<file path="src/rtl/mc_pkg.sv">
// Shared constants and types for the multicycle MIPS main control FSM:
// opcodes, ALU op codes, datapath select codes, state encodings, control word.
package mc_pkg;

    localparam logic [5:0] OP_RTYPE = 6'b000000;
    localparam logic [5:0] OP_LW    = 6'b100011;
    localparam logic [5:0] OP_SW    = 6'b101011;
    localparam logic [5:0] OP_BEQ   = 6'b000100;
    localparam logic [5:0] OP_J     = 6'b000010;
    localparam logic [5:0] OP_ADDI  = 6'b001000;

    localparam logic [1:0] ALUOP_ADD   = 2'b00;
    localparam logic [1:0] ALUOP_SUB   = 2'b01;
    localparam logic [1:0] ALUOP_FUNCT = 2'b10;

    localparam logic [1:0] SRCB_REG_B   = 2'b00;
    localparam logic [1:0] SRCB_FOUR    = 2'b01;
    localparam logic [1:0] SRCB_IMM     = 2'b10;
    localparam logic [1:0] SRCB_IMM_SH2 = 2'b11;

    localparam logic [1:0] PCSRC_ALU     = 2'b00;
    localparam logic [1:0] PCSRC_ALU_OUT = 2'b01;
    localparam logic [1:0] PCSRC_JUMP    = 2'b10;

    typedef enum logic [3:0] {
        ST_RST       = 4'd0,
        ST_FETCH     = 4'd1,
        ST_DECODE    = 4'd2,
        ST_MEM_ADDR  = 4'd3,
        ST_MEM_READ  = 4'd4,
        ST_MEM_WB    = 4'd5,
        ST_MEM_WRITE = 4'd6,
        ST_EXEC      = 4'd7,
        ST_R_WB      = 4'd8,
        ST_BRANCH    = 4'd9,
        ST_JUMP      = 4'd10,
        ST_ADDI_EXEC = 4'd11,
        ST_ADDI_WB   = 4'd12,
        ST_ILLEGAL   = 4'd13
    } state_e;

    typedef struct packed {
        logic [1:0] alu_op;
        logic       alu_src_a;
        logic [1:0] alu_src_b;
        logic [1:0] pc_source;
        logic       pc_write;
        logic       pc_write_cond;
        logic       i_or_d;
        logic       mem_read;
        logic       mem_write;
        logic       ir_write;
        logic       reg_dst;
        logic       mem_to_reg;
        logic       reg_write;
        logic       illegal;
    } ctrl_word_t;

    localparam ctrl_word_t CTRL_IDLE = ctrl_word_t'(17'd0);

endpackage

</file>
<file path="src/rtl/mc_if.sv">
// Control bus between the main control FSM (master) and the datapath/memory (slave).
interface mc_if;
    logic [5:0] opcode;
    logic       mem_ready;
    logic [1:0] alu_op;
    logic       alu_src_a;
    logic [1:0] alu_src_b;
    logic [1:0] pc_source;
    logic       pc_write;
    logic       pc_write_cond;
    logic       i_or_d;
    logic       mem_read;
    logic       mem_write;
    logic       ir_write;
    logic       reg_dst;
    logic       mem_to_reg;
    logic       reg_write;
    logic       illegal;
    logic [3:0] state;

    modport master (
        input  opcode, mem_ready,
        output alu_op, alu_src_a, alu_src_b, pc_source, pc_write, pc_write_cond,
               i_or_d, mem_read, mem_write, ir_write, reg_dst, mem_to_reg,
               reg_write, illegal, state
    );

    modport slave (
        output opcode, mem_ready,
        input  alu_op, alu_src_a, alu_src_b, pc_source, pc_write, pc_write_cond,
               i_or_d, mem_read, mem_write, ir_write, reg_dst, mem_to_reg,
               reg_write, illegal, state
    );
endinterface

</file>
<file path="src/rtl/mc_ctrl_decode.sv">
// Combinational map from FSM state (and mem_ready, for the FETCH IR/PC load)
// to the datapath control word. Unlisted or unreachable states give all zeros.
module mc_ctrl_decode
    import mc_pkg::*;
(
    input  state_e     state_i,
    input  logic       mem_ready_i,
    output ctrl_word_t ctrl_o
);

    // Control word per state
    always_comb begin
        ctrl_o = CTRL_IDLE;
        case (state_i)
            ST_FETCH: begin
                ctrl_o.mem_read  = 1'b1;
                ctrl_o.alu_src_b = SRCB_FOUR;
                ctrl_o.alu_op    = ALUOP_ADD;
                ctrl_o.pc_source = PCSRC_ALU;
                ctrl_o.ir_write  = mem_ready_i;
                ctrl_o.pc_write  = mem_ready_i;
            end
            ST_DECODE: begin
                ctrl_o.alu_src_b = SRCB_IMM_SH2;
                ctrl_o.alu_op    = ALUOP_ADD;
            end
            ST_MEM_ADDR, ST_ADDI_EXEC: begin
                ctrl_o.alu_src_a = 1'b1;
                ctrl_o.alu_src_b = SRCB_IMM;
                ctrl_o.alu_op    = ALUOP_ADD;
            end
            ST_MEM_READ: begin
                ctrl_o.mem_read = 1'b1;
                ctrl_o.i_or_d   = 1'b1;
            end
            ST_MEM_WB: begin
                ctrl_o.reg_write  = 1'b1;
                ctrl_o.mem_to_reg = 1'b1;
            end
            ST_MEM_WRITE: begin
                ctrl_o.mem_write = 1'b1;
                ctrl_o.i_or_d    = 1'b1;
            end
            ST_EXEC: begin
                ctrl_o.alu_src_a = 1'b1;
                ctrl_o.alu_src_b = SRCB_REG_B;
                ctrl_o.alu_op    = ALUOP_FUNCT;
            end
            ST_R_WB: begin
                ctrl_o.reg_write = 1'b1;
                ctrl_o.reg_dst   = 1'b1;
            end
            ST_BRANCH: begin
                ctrl_o.alu_src_a     = 1'b1;
                ctrl_o.alu_src_b     = SRCB_REG_B;
                ctrl_o.alu_op        = ALUOP_SUB;
                ctrl_o.pc_write_cond = 1'b1;
                ctrl_o.pc_source     = PCSRC_ALU_OUT;
            end
            ST_JUMP: begin
                ctrl_o.pc_write  = 1'b1;
                ctrl_o.pc_source = PCSRC_JUMP;
            end
            ST_ADDI_WB: begin
                ctrl_o.reg_write = 1'b1;
            end
            ST_ILLEGAL: begin
                ctrl_o.illegal = 1'b1;
            end
            default: begin
                ctrl_o = CTRL_IDLE;
            end
        endcase
    end

endmodule

</file>
<file path="src/rtl/mc_main_control.sv">
// Multicycle MIPS main control FSM: state register and next-state logic;
// the control word is decoded from the state by mc_ctrl_decode.
module mc_main_control
    import mc_pkg::*;
#(
    parameter bit ENABLE_ADDI = 1'b1
) (
    input  logic clk,
    input  logic rst_n,
    mc_if.master bus
);

    state_e     state_q;
    state_e     state_d;
    ctrl_word_t ctrl_s;

    // State register
    always_ff @(posedge clk or negedge rst_n) begin
        if (!rst_n) begin
            state_q <= ST_RST;
        end else begin
            state_q <= state_d;
        end
    end

    // Next-state logic; unreachable codes fall back to RST
    always_comb begin
        state_d = ST_RST;
        case (state_q)
            ST_RST:       state_d = ST_FETCH;
            ST_FETCH: begin
                if (bus.mem_ready) begin
                    state_d = ST_DECODE;
                end else begin
                    state_d = ST_FETCH;
                end
            end
            ST_DECODE: begin
                case (bus.opcode)
                    OP_RTYPE:     state_d = ST_EXEC;
                    OP_LW, OP_SW: state_d = ST_MEM_ADDR;
                    OP_BEQ:       state_d = ST_BRANCH;
                    OP_J:         state_d = ST_JUMP;
                    OP_ADDI: begin
                        if (ENABLE_ADDI) begin
                            state_d = ST_ADDI_EXEC;
                        end else begin
                            state_d = ST_ILLEGAL;
                        end
                    end
                    default:      state_d = ST_ILLEGAL;
                endcase
            end
            ST_MEM_ADDR: begin
                if (bus.opcode == OP_LW) begin
                    state_d = ST_MEM_READ;
                end else begin
                    state_d = ST_MEM_WRITE;
                end
            end
            ST_MEM_READ: begin
                if (bus.mem_ready) begin
                    state_d = ST_MEM_WB;
                end else begin
                    state_d = ST_MEM_READ;
                end
            end
            ST_MEM_WRITE: begin
                if (bus.mem_ready) begin
                    state_d = ST_FETCH;
                end else begin
                    state_d = ST_MEM_WRITE;
                end
            end
            ST_MEM_WB:    state_d = ST_FETCH;
            ST_EXEC:      state_d = ST_R_WB;
            ST_R_WB:      state_d = ST_FETCH;
            ST_BRANCH:    state_d = ST_FETCH;
            ST_JUMP:      state_d = ST_FETCH;
            ST_ADDI_EXEC: state_d = ST_ADDI_WB;
            ST_ADDI_WB:   state_d = ST_FETCH;
            ST_ILLEGAL:   state_d = ST_ILLEGAL;
            default:      state_d = ST_RST;
        endcase
    end

    mc_ctrl_decode u_decode (
        .state_i     (state_q),
        .mem_ready_i (bus.mem_ready),
        .ctrl_o      (ctrl_s)
    );

    assign bus.alu_op        = ctrl_s.alu_op;
    assign bus.alu_src_a     = ctrl_s.alu_src_a;
    assign bus.alu_src_b     = ctrl_s.alu_src_b;
    assign bus.pc_source     = ctrl_s.pc_source;
    assign bus.pc_write      = ctrl_s.pc_write;
    assign bus.pc_write_cond = ctrl_s.pc_write_cond;
    assign bus.i_or_d        = ctrl_s.i_or_d;
    assign bus.mem_read      = ctrl_s.mem_read;
    assign bus.mem_write     = ctrl_s.mem_write;
    assign bus.ir_write      = ctrl_s.ir_write;
    assign bus.reg_dst       = ctrl_s.reg_dst;
    assign bus.mem_to_reg    = ctrl_s.mem_to_reg;
    assign bus.reg_write     = ctrl_s.reg_write;
    assign bus.illegal       = ctrl_s.illegal;
    assign bus.state         = state_q;

endmodule

</file>
<file path="src/flat_wrapper.sv">
// flat-port wrapper written by rule: the top's interface ports become plain ports
module mc_main_control_flat import mc_pkg::*;
#(
    parameter bit ENABLE_ADDI = 1'b1
)
  (clk, rst_n, bus_opcode, bus_mem_ready, bus_alu_op, bus_alu_src_a, bus_alu_src_b, bus_pc_source, bus_pc_write, bus_pc_write_cond, bus_i_or_d, bus_mem_read, bus_mem_write, bus_ir_write, bus_reg_dst, bus_mem_to_reg, bus_reg_write, bus_illegal, bus_state);
  mc_if bus_i ();
  input  logic clk;
  input  logic rst_n;
  input wire logic [$bits(bus_i.opcode)-1:0] bus_opcode;
  input wire logic [$bits(bus_i.mem_ready)-1:0] bus_mem_ready;
  output wire logic [$bits(bus_i.alu_op)-1:0] bus_alu_op;
  output wire logic [$bits(bus_i.alu_src_a)-1:0] bus_alu_src_a;
  output wire logic [$bits(bus_i.alu_src_b)-1:0] bus_alu_src_b;
  output wire logic [$bits(bus_i.pc_source)-1:0] bus_pc_source;
  output wire logic [$bits(bus_i.pc_write)-1:0] bus_pc_write;
  output wire logic [$bits(bus_i.pc_write_cond)-1:0] bus_pc_write_cond;
  output wire logic [$bits(bus_i.i_or_d)-1:0] bus_i_or_d;
  output wire logic [$bits(bus_i.mem_read)-1:0] bus_mem_read;
  output wire logic [$bits(bus_i.mem_write)-1:0] bus_mem_write;
  output wire logic [$bits(bus_i.ir_write)-1:0] bus_ir_write;
  output wire logic [$bits(bus_i.reg_dst)-1:0] bus_reg_dst;
  output wire logic [$bits(bus_i.mem_to_reg)-1:0] bus_mem_to_reg;
  output wire logic [$bits(bus_i.reg_write)-1:0] bus_reg_write;
  output wire logic [$bits(bus_i.illegal)-1:0] bus_illegal;
  output wire logic [$bits(bus_i.state)-1:0] bus_state;
  assign bus_i.opcode = bus_opcode;
  assign bus_i.mem_ready = bus_mem_ready;
  assign bus_alu_op = bus_i.alu_op;
  assign bus_alu_src_a = bus_i.alu_src_a;
  assign bus_alu_src_b = bus_i.alu_src_b;
  assign bus_pc_source = bus_i.pc_source;
  assign bus_pc_write = bus_i.pc_write;
  assign bus_pc_write_cond = bus_i.pc_write_cond;
  assign bus_i_or_d = bus_i.i_or_d;
  assign bus_mem_read = bus_i.mem_read;
  assign bus_mem_write = bus_i.mem_write;
  assign bus_ir_write = bus_i.ir_write;
  assign bus_reg_dst = bus_i.reg_dst;
  assign bus_mem_to_reg = bus_i.mem_to_reg;
  assign bus_reg_write = bus_i.reg_write;
  assign bus_illegal = bus_i.illegal;
  assign bus_state = bus_i.state;
  mc_main_control #(.ENABLE_ADDI(ENABLE_ADDI)) u_core (.clk(clk), .rst_n(rst_n), .bus(bus_i));
endmodule
</file>
<file path="config.mk">
export PLATFORM = sky130hd
export DESIGN_NAME = mc_main_control_flat
export DESIGN_NICKNAME = d
export VERILOG_FILES = /design/src/rtl/mc_pkg.sv /design/src/rtl/mc_if.sv /design/src/rtl/mc_ctrl_decode.sv /design/src/rtl/mc_main_control.sv /design/src/flat_wrapper.sv
export SDC_FILE = /design/constraint.sdc
export NUM_CORES = 1
export LEC_CHECK = 0
export ABC_AREA = 1
export BUFFER_PORTS_ARGS = -buffer_cell sky130_fd_sc_hd__buf_4
export CAP_MARGIN = 5
export CORE_AREA = 2 2 39 41
export DETAILED_ROUTE_END_ITERATION = 12
export DIE_AREA = 0 0 41 43
export GPL_TIMING_DRIVEN = 1
export PLACE_DENSITY = 0.72
export SYNTH_ARGS = -nofsm -noshare
export SYNTH_HDL_FRONTEND = slang
export SYNTH_SLANG_ARGS = --single-unit
export TNS_END_PERCENT = 100
</file>
<file path="constraint.sdc">
create_clock -name clk -period 2.15 [get_ports clk]
set_clock_uncertainty 0.05 [all_clocks]
set_input_delay 0.3225 -clock clk [delete_from_list [all_inputs] [get_ports clk]]
set_output_delay 0.3225 -clock clk [all_outputs]
set_load 0.02 [all_outputs]
</file>
---- After elaboration in Yosys (flattened, before gate mapping) ----
Cells that the tools add are included.
Widths: inputs -> output; s select.
storage, ports and cells
  flip-flop bits (word level) ............. 4
  latch bits .............................. 0
  RAM bits ................................ 0
  ROM bits ................................ 0
  input port bits ......................... 9
  output and inout bits ................... 21
  logic and storage cells ................. 48
  memories kept ........................... 0
operators by class
  add/subtract/negate cells ............... 0
  multipliers ............................. 0
  divide/modulo/power cells ............... 0
  $lt $le $gt $ge ......................... 0
  eq/ne operators ......................... 18
  shift-type cells ........................ 0
  mux-type cells .......................... 20
  bitwise operators ....................... 0
  reduce and logical (&&, ||, !) cells .... 9
operator list
  operator            count
  $pmux 4 s9          1
  $eq 4x4->1 const B  6
  $pmux 4 s5          1
  $eq 4x3->1 const B  4
  $eq 6x6->1 const B  2
  $mux 1              11
  $eq 4x2->1 const B  2
  $pmux 2 s2          2
  $reduce_or 2->1     4
  $eq 6x2->1 const B  1
  $eq 6x3->1 const B  1
  $eq 6x4->1 const B  1
  $logic_not 6->1     1
  $pmux 2 s3          1
  $reduce_or 6->1     1
  $eq 4x1->1 const B  1
  $logic_not 4->1     1
  $mux 2              2
  $reduce_or 4->1     1
  $mux 3              1
  $reduce_or 3->1     1
  $pmux 1 s2          1

---- Logic depth before layout (Yosys ltp) ----
Gate-level depths: netlist of the first run.
  depth after elaboration ................. 4
  mapped depth ............................ 7
  gate-level depth less buffers ........... 7

---- Hierarchy ----
Synthesis of the first run repeated with hierarchy kept, for this count alone.
second synthesis, totals
  cells, all modules ...................... 107
  area total of the unflattened synthesis .. 558.0 um^2
by module, submodules not included
  module           instances  cells each  area an instance (um^2)  seq. area each (um^2)
  mc_main_control  1          67          391.6                    100.1
  mc_ctrl_decode   1          40          166.4                    0.0

---- Worst setup path before layout of the first run ----
Ideal clock, no wire load.
  kind .................................... reg2out
  start ................................... register u_core.state_q[1] (netlist: u_core.bus.state[1])
  end ..................................... output bus_alu_op[0]
  arrival time ............................ 1.327 ns
  required time ........................... 1.778 ns
  setup slack ............................. 0.450 ns
  cell stages (with the launch flop) ...... 5
  buffers on the path ..................... 1
  cells stage by stage .................... dfrtp_1 > inv_1 > nand2_1 > nor2_1 > buf_4
between the ends
  word-level cells in the longest chain between the ends .. 2
  elaborated cells between the ends (all ways) .. 3
  those cells by class .................... eq/ne (2); mux (1)
RTL lines
  element                                          line                   text
  from (decl)                                      mc_main_control.sv:13  state_e state_q;
  from (signal assigned)                           mc_main_control.sv:22  state_q <= state_d;
  $eq 4x4->1 / $eq 4x3->1 (equally long branches)  mc_ctrl_decode.sv:14   case (state_i)
  $pmux 2 s2 *                                     mc_ctrl_decode.sv:14
  to (decl)                                        flat_wrapper.sv:12     output wire logic [$bits(bus_i.alu_op)-1:0] bus_alu_op;
Every way passes the cells marked *; elsewhere a longest branch is shown, timed or not.

---- Worst setup path in the final report of the first run ----
  start ................................... register u_core.state_q[2] (netlist: u_core.bus.state[2])
  end ..................................... output bus_ir_write
between the ends
  word-level cells in the longest chain between the ends .. 2
RTL lines
  element     line                  text
  $eq 4x1->1  mc_ctrl_decode.sv:14
  $mux 1      mc_ctrl_decode.sv:14
  to (decl)   flat_wrapper.sv:21    output wire logic [$bits(bus_i.ir_write)-1:0] bus_ir_write;
Every way passes these cells.

==> summary.txt, run 1 <==
Outcome
  – Run status: completed

Worst setup path
  – Worst R2R Path Depth: 7
  – Kind of critical path: reg -> out
  – CP Capture Type: output port
  – Max incr delay on CP: between 400 and 500 ps
  – CP required: 1780 ps
  – WP buf/inv: 1
  – Worst EP arrival: between 1000 and 1500 ps
  – Worst Setup SP: u_core.bus.state[2]
  – Max Fanout on Critical Path: 7
  – Largest delay share family, worst path: simple AND/OR/NAND/NOR gates
  – Worst path most repeated cell: nor2_1
  – Reg2reg setup slack: 770 ps
  – Kind of start point of the critical path: flip-flop
  – Max stage delay cell, worst path: dfrtp_1
  – R2r endpoint: u_core.bus.state[0]
  – Reg2reg start: u_core.bus.state[0]
  – Critical Path, Cell by Cell: nor2_1 > nand3_1 > nor2_1 > buf_4

STA
  – Slew Limit Fails: 0
  – Worst hold margin: ~360 ps
  – Fin. Hold Viols: 0
  – Post-route clock period utilization: 0.8365
  – Max Freq: roughly 0.56 GHz
  – Slew @ Worst Pin: 270.1 ps
  – Final setup fails: 0
  – Max transition margin: 0.8192
  – RSZ-0062 raised after global routing: no
  – Sum Neg Setup Slack: 0 ps
  – Tmin final: between 1500 and 2000 ps

Yosys
  – Mean Syn Cell Area: about 5.2 um2
  – Flop and latch count out of synthesis: 4
  – YS warnings: 0
  – Post-synthesis cell type count: 11
  – Mapped Area: ~470 um2
  – Sequential fraction of the synthesis area: 0.2145
  – Post-Syn Instances: 90
  – Syn Nets: about 100

Global route
  – Gr ovfl total: 0
  – Largest net degree at the start of global routing: 9
  – Vias in the first global route: about 560
  – Initial antenna violation count: 0
  – Global-route wire length before repair: roughly 2200 um
  – Total GRT Usage: 0.1758

Power
  – Pleak: approximately 0.45 nW
  – Peak VDD IR: approximately 0.44 mV
  – Overall power: just over 1 mW
  – Pwr Density: about 1400 mW/mm2

Place
  – Gpl congestion: 0.7739
  – Placed cells: 133
  – HPWL Detailed: ~1100 um
  – PortBufs: 29
  – Placed Area: around 700 um2

Floorplan
  – Chip height: 43 um
  – # rows: 14
  – CORE AREA: 0.001384 mm2
  – Initial core utilization: 0.3373
  – IO Count: 30
  – Die Width: 41 um
  – Die ar.: 0.001763 mm2

Finish
  – # diodes: 0
  – Share of layout cells above drive strength 1: 0.2645
  – Final net count: 132
  – Area grow syn2layout: 54.69%
  – Max reg flops: 4
  – Non-filler cells, final: 137
  – Final non-filler cell area: approximately 720 um2

Clocking
  – Clock sinks: 4
  – Clk root buf: clkbuf_4
  – Htree depth: 1
  – CTS Buf Count: 3
  – Post-CTS Resized: 0
  – Clock buffer depth: 2
  – CTS tree: built
  – Worst-Skew Late Latency: 240 ps
  – Reg clk slew, reported paths: roughly 40 ps

Detailed routing
  – Routed WL per cell: about 9.9 um
  – Antenna Nets Post-Route: 0
  – DR iter-0 viols: 17
  – Vias post-DR: 667
  – Drt total wl: around 1400 um
  – Via-to-Cell Ratio: approximately 4.9
  – Remaining DRCs: 0
  – Router iterations before antenna repair: 4

Run
  – Max-cap viol count: 0

Hold path
  – Hold/Removal Path Class: in -> async
==> worst reg2reg max path, stage by stage (launching register included) <==
cell and delay [ps]:
dfrtp_1 490, inv_1 100, nand2_1 160, nor2_1 60
nor2_1 140, nand2_1 70, nor2_1 120, nand3_1 80
==> synth_stat cells <==
master | instances | area, um2
inv_1 | 16 | 60.06
nand4_1 | 1 | 6.260
o21bai_1 | 1 | 7.510
dfrtp_1 | 4 | 100.1
nor3b_1 | 1 | 7.510
o22ai_1 | 2 | 12.51
o21ai_0 | 5 | 25.02
buf_4 | 2 | 15.01
nor2_1 | 26 | 97.59
nand2_1 | 20 | 75.07
nand3_1 | 12 | 60.06
==> logic make-up after synthesis <==
logic type             Yosys count  share of synthesized area
flip-flops                       4                     0.2145
AO/OA/AOI/OAI                    8                    0.09651
AND/OR/NAND/NOR                 60                     0.5282
buffers and inverters           18                     0.1609
==> power breakdown <==
part / internal, mW / switching (mW) / total, mW
clock network: 0.0624 / 0.0304 / 0.0928
registers: 0.111 / 0.0547 / 0.165
logic: 0.289 / 0.469 / 0.758
==> routing by layer <==
metal / vias up / wire length, um / part of all wire / track usage
met5: - / 0 / 0 / 0
met4: 0 / 19 / 0.014 / 0.06000
met3: 2 / 114 / 0.084 / 0.01571
met2: 30 / 690 / 0.51 / 0.3063
met1: 291 / 534 / 0.39 / 0.2098
li1: 344 / - / - / -
==> cell usage in the layout (no fill, tap or decap), drive strengths merged <==
master       synthesis  final
buf                  2     29
nor2                26     26
nand2               20     20
inv                 16     16
nand3               12     12
o21ai                5      5
dfrtp                4      4
clkbuf               0      3
o22ai                2      2
o21bai               1      1
nor3b                1      1
nand4                1      1
dlygate4sd3          0      1
==> repair_timing <==
action,CTS,global route
setup buffers,0,0
hold buffers,1,0
hold endpoints to repair,4,0
==> how the worst max path moves through the flow <==
stage / endpoint / cells past startpoint
detailed placement: bus_ir_write / 4
global placement: bus_ir_write / 4
floorplan: bus_alu_op[0] / 4
CTS: bus_ir_write / 4
finish: bus_ir_write / 4
global route: bus_ir_write / 4
==> layout make-up <==
| class | count | area [um2] |
|---|---|---|
| Tap cell | 16 | 20.02 |
| Sequential cell | 4 | 100.1 |
| Inverter | 16 | 60.06 |
| Multi-Input combinational cell | 68 | 291.5 |
| Timing Repair Buffer | 30 | 227.7 |
| Clock buffer | 3 | 22.52 |
| Fill cell | 151 | 661.9 |
==> metrics by stage <==
stage | util | setup WS [ps]
after floorplan | - | 450.1
after global placement | 0.4982 | 636.3
after detailed placement | 0.4982 | 605.5
after CTS | 0.5217 | 353.0
after global routing | 0.5217 | 251.6
final | 0.5217 | 351.5
Note: power is estimated with default switching activity, not from simulation.
==> inputs of run 2 (changes only) <==
CORE_AREA = default   (was 2 2 39 41)
CORE_MARGIN = 2   (was default)
CORE_UTILIZATION = 36   (was default)
DIE_AREA = default   (was 0 0 41 43)
PLACE_DENSITY = 0.77   (was 0.72)
clock period = 1.5 ns   (was 2.15 ns; I/O delays follow)
==> run 2 against run 1 <==
  * The run now ends with negative setup slack left
  * Non-clock buffer count rose by 11
  * Utilization up 35 points
  * Clock-buffer cell count is the same
  * Wire length increased by 60%
  * Critical path depth rose by 3
  * Power up 130%
  * Sequential share of layout area decreased by 3.8 points
  * Setup slack got worse by 440 ps
  * First-iteration DRC count grew 18%
  * Global-route usage rose by 8.0 points
  * Die area fell by 9.2%
  * Cell area up 40%
==> summary.txt, run 2 (synthesized netlist as in run 1, its figures left out) <==
Outcome
  – Run status: finished with violations
  – Failing checks: negative setup slack

Global route
  – Initial antenna violation count: 0
  – Gr ovfl total: 0
  – Total GRT Usage: 0.2558
  – Global-route wire length before repair: 2615 um
  – Vias in the first global route: 642
  – Largest net degree at the start of global routing: 7

Finish
  – Share of layout cells above drive strength 1: 0.5606
  – # diodes: 0
  – Area of the multi-input gates: ~430 um2
  – Max reg flops: 4
  – Finished Core Util: 0.8712
  – Commonest cells after routing, fill and taps aside: buf_4, nor2_1, buf_6, nand2_1
  – Commonest non-fill, non-tap cell in the layout: buf_4
  – Register area: between 100 and 150 um2
  – Layout fillers: around 60
  – Area grow syn2layout: 115.8%
  – Final net count: ~140

Place
  – Gpl congestion: between 0.8 and 0.9
  – PortBufs: 29
  – HPWL Detailed: approximately 1200 um

Worst setup path
  – Max Fanout on Critical Path: 6
  – CP required: 1220 ps
  – CP Capture Type: output port
  – Worst EP arrival: around 1300 ps
  – Kind of critical path: reg -> out
  – Kind of start point of the critical path: flip-flop

STA
  – Sum Neg Setup Slack: -661.5 ps
  – Slew Limit Fails: 0
  – Slew @ Worst Pin: between 150 and 200 ps
  – Max Freq: roughly 0.63 GHz
  – Worst hold margin: roughly 270 ps
  – Setup slack after layout: -87.80 ps
  – Final setup fails: 15
  – Tmin final: ~1600 ps
  – Fin. Hold Viols: 0
  – Post-route clock period utilization: 1.059
  – RSZ-0062 raised after global routing: yes
  – Max transition margin: 0.8679

Detailed routing
  – Router iterations before antenna repair: 4
  – Routed WL per cell: 14.89 um
  – Antenna Nets Post-Route: 0
  – DR iter-0 viols: 20
  – Via-to-Cell Ratio: 5.288
  – Remaining DRCs: 0
  – Drt total wl: roughly 2200 um
  – Vias post-DR: between 700 and 800

Clocking
  – CTS Buf Count: 3
  – Clock buffer depth: 2
  – CTS tree: built
  – Worst-Skew Late Latency: 250 ps
  – Htree depth: 1
  – Reg clk slew, reported paths: 40 ps
  – Clk root buf: clkbuf_4
  – Clock sinks: 4

Hold path
  – Hold/Removal Path Class: in -> async

Power
  – Overall power: 2.296 mW
  – Peak VDD IR: between 1 and 1.5 mV
  – Pwr Density: roughly 2300 mW/mm2
  – Pleak: 0.5463 nW

Floorplan
  – CORE AREA: around 0.0012 mm2
  – # rows: 12
  – Chip height: 40.01 um
  – Die Width: around 40 um
  – Initial core utilization: 0.4037
  – IO Count: 30
  – Die ar.: between 0.0015 and 0.002 mm2

Run
  – Max-cap viol count: 0
run 2: cell types whose count changed in the layout (fill, tap and decap cells not counted), sizes merged:
cell,before,now
buf,29,40
run 2: layer usage:
layer | track usage | routed length, um | up-vias
met1 | 0.2399 | 776 | 338
met3 | 0.05000 | 188 | 13
met5 | 0 | 0 | -
met4 | 0.2069 | 95 | 0
met2 | 0.4718 | 1113 | 54
li1 | - | - | 367
run 2: timing repair:
| action | in CTS | in global routing |
|---|---|---|
| endpoints found under the hold margin | 4 | 0 |
| resized for setup | 39 | 23 |
| setup endpoints to repair | 17 | 17 |
| buffers inserted | 4 | 4 |
| hold buffers | 1 | 0 |
| pin swaps | 5 | 7 |
run 2: critical path, stage by stage, from the launching register on:
cell     delay [ps]
dfrtp_1         420
buf_6           160
inv_8            70
nand2_8          60
nor2_4          130
nor2_2           50
inv_1            70
buf_6           110
run 2: report_power, final:
part | internal, mW | switching [mW] | total (mW)
registers | 0.162 | 0.0760 | 0.238
logic | 0.803 | 1.11 | 1.92
clock network | 0.0900 | 0.0513 | 0.141
run 2: worst paths after layout:
check                                          from             endpoint  slack (ps)  depth (start not counted)
worst min-delay path                          rst_n  u_core.bus.state[2]         270                          2
worst min register to register  u_core.bus.state[3]  u_core.bus.state[3]         710                          3
min in group clk                      bus_mem_ready  u_core.bus.state[2]         290                          4
max in group asynchronous                     rst_n  u_core.bus.state[0]        1010                          2
worst max-delay path            u_core.bus.state[3]        bus_reg_write         -90                          7
worst max register to register  u_core.bus.state[0]  u_core.bus.state[0]          60                          8
run 2: stage by stage:
step           cells  area, um2  worst slack (ps)
3_5_place_dp     134      720.7             17.18
6_report         146       1007            -87.80
4_1_cts          142      893.4            -35.81
5_1_grt          146       1007            -126.0
3_3_place_gp     134      720.7             9.247
2_1_floorplan     90      478.0            -5.732
run 2: layout make-up:
cell class                 instances  share of cell area
tap                               14             0.01739
sequential                         4              0.1006
clock buffer                       3             0.02236
multi-input combinational         68              0.4273
timing repair buffer              41              0.3602
inverter                          16             0.07205
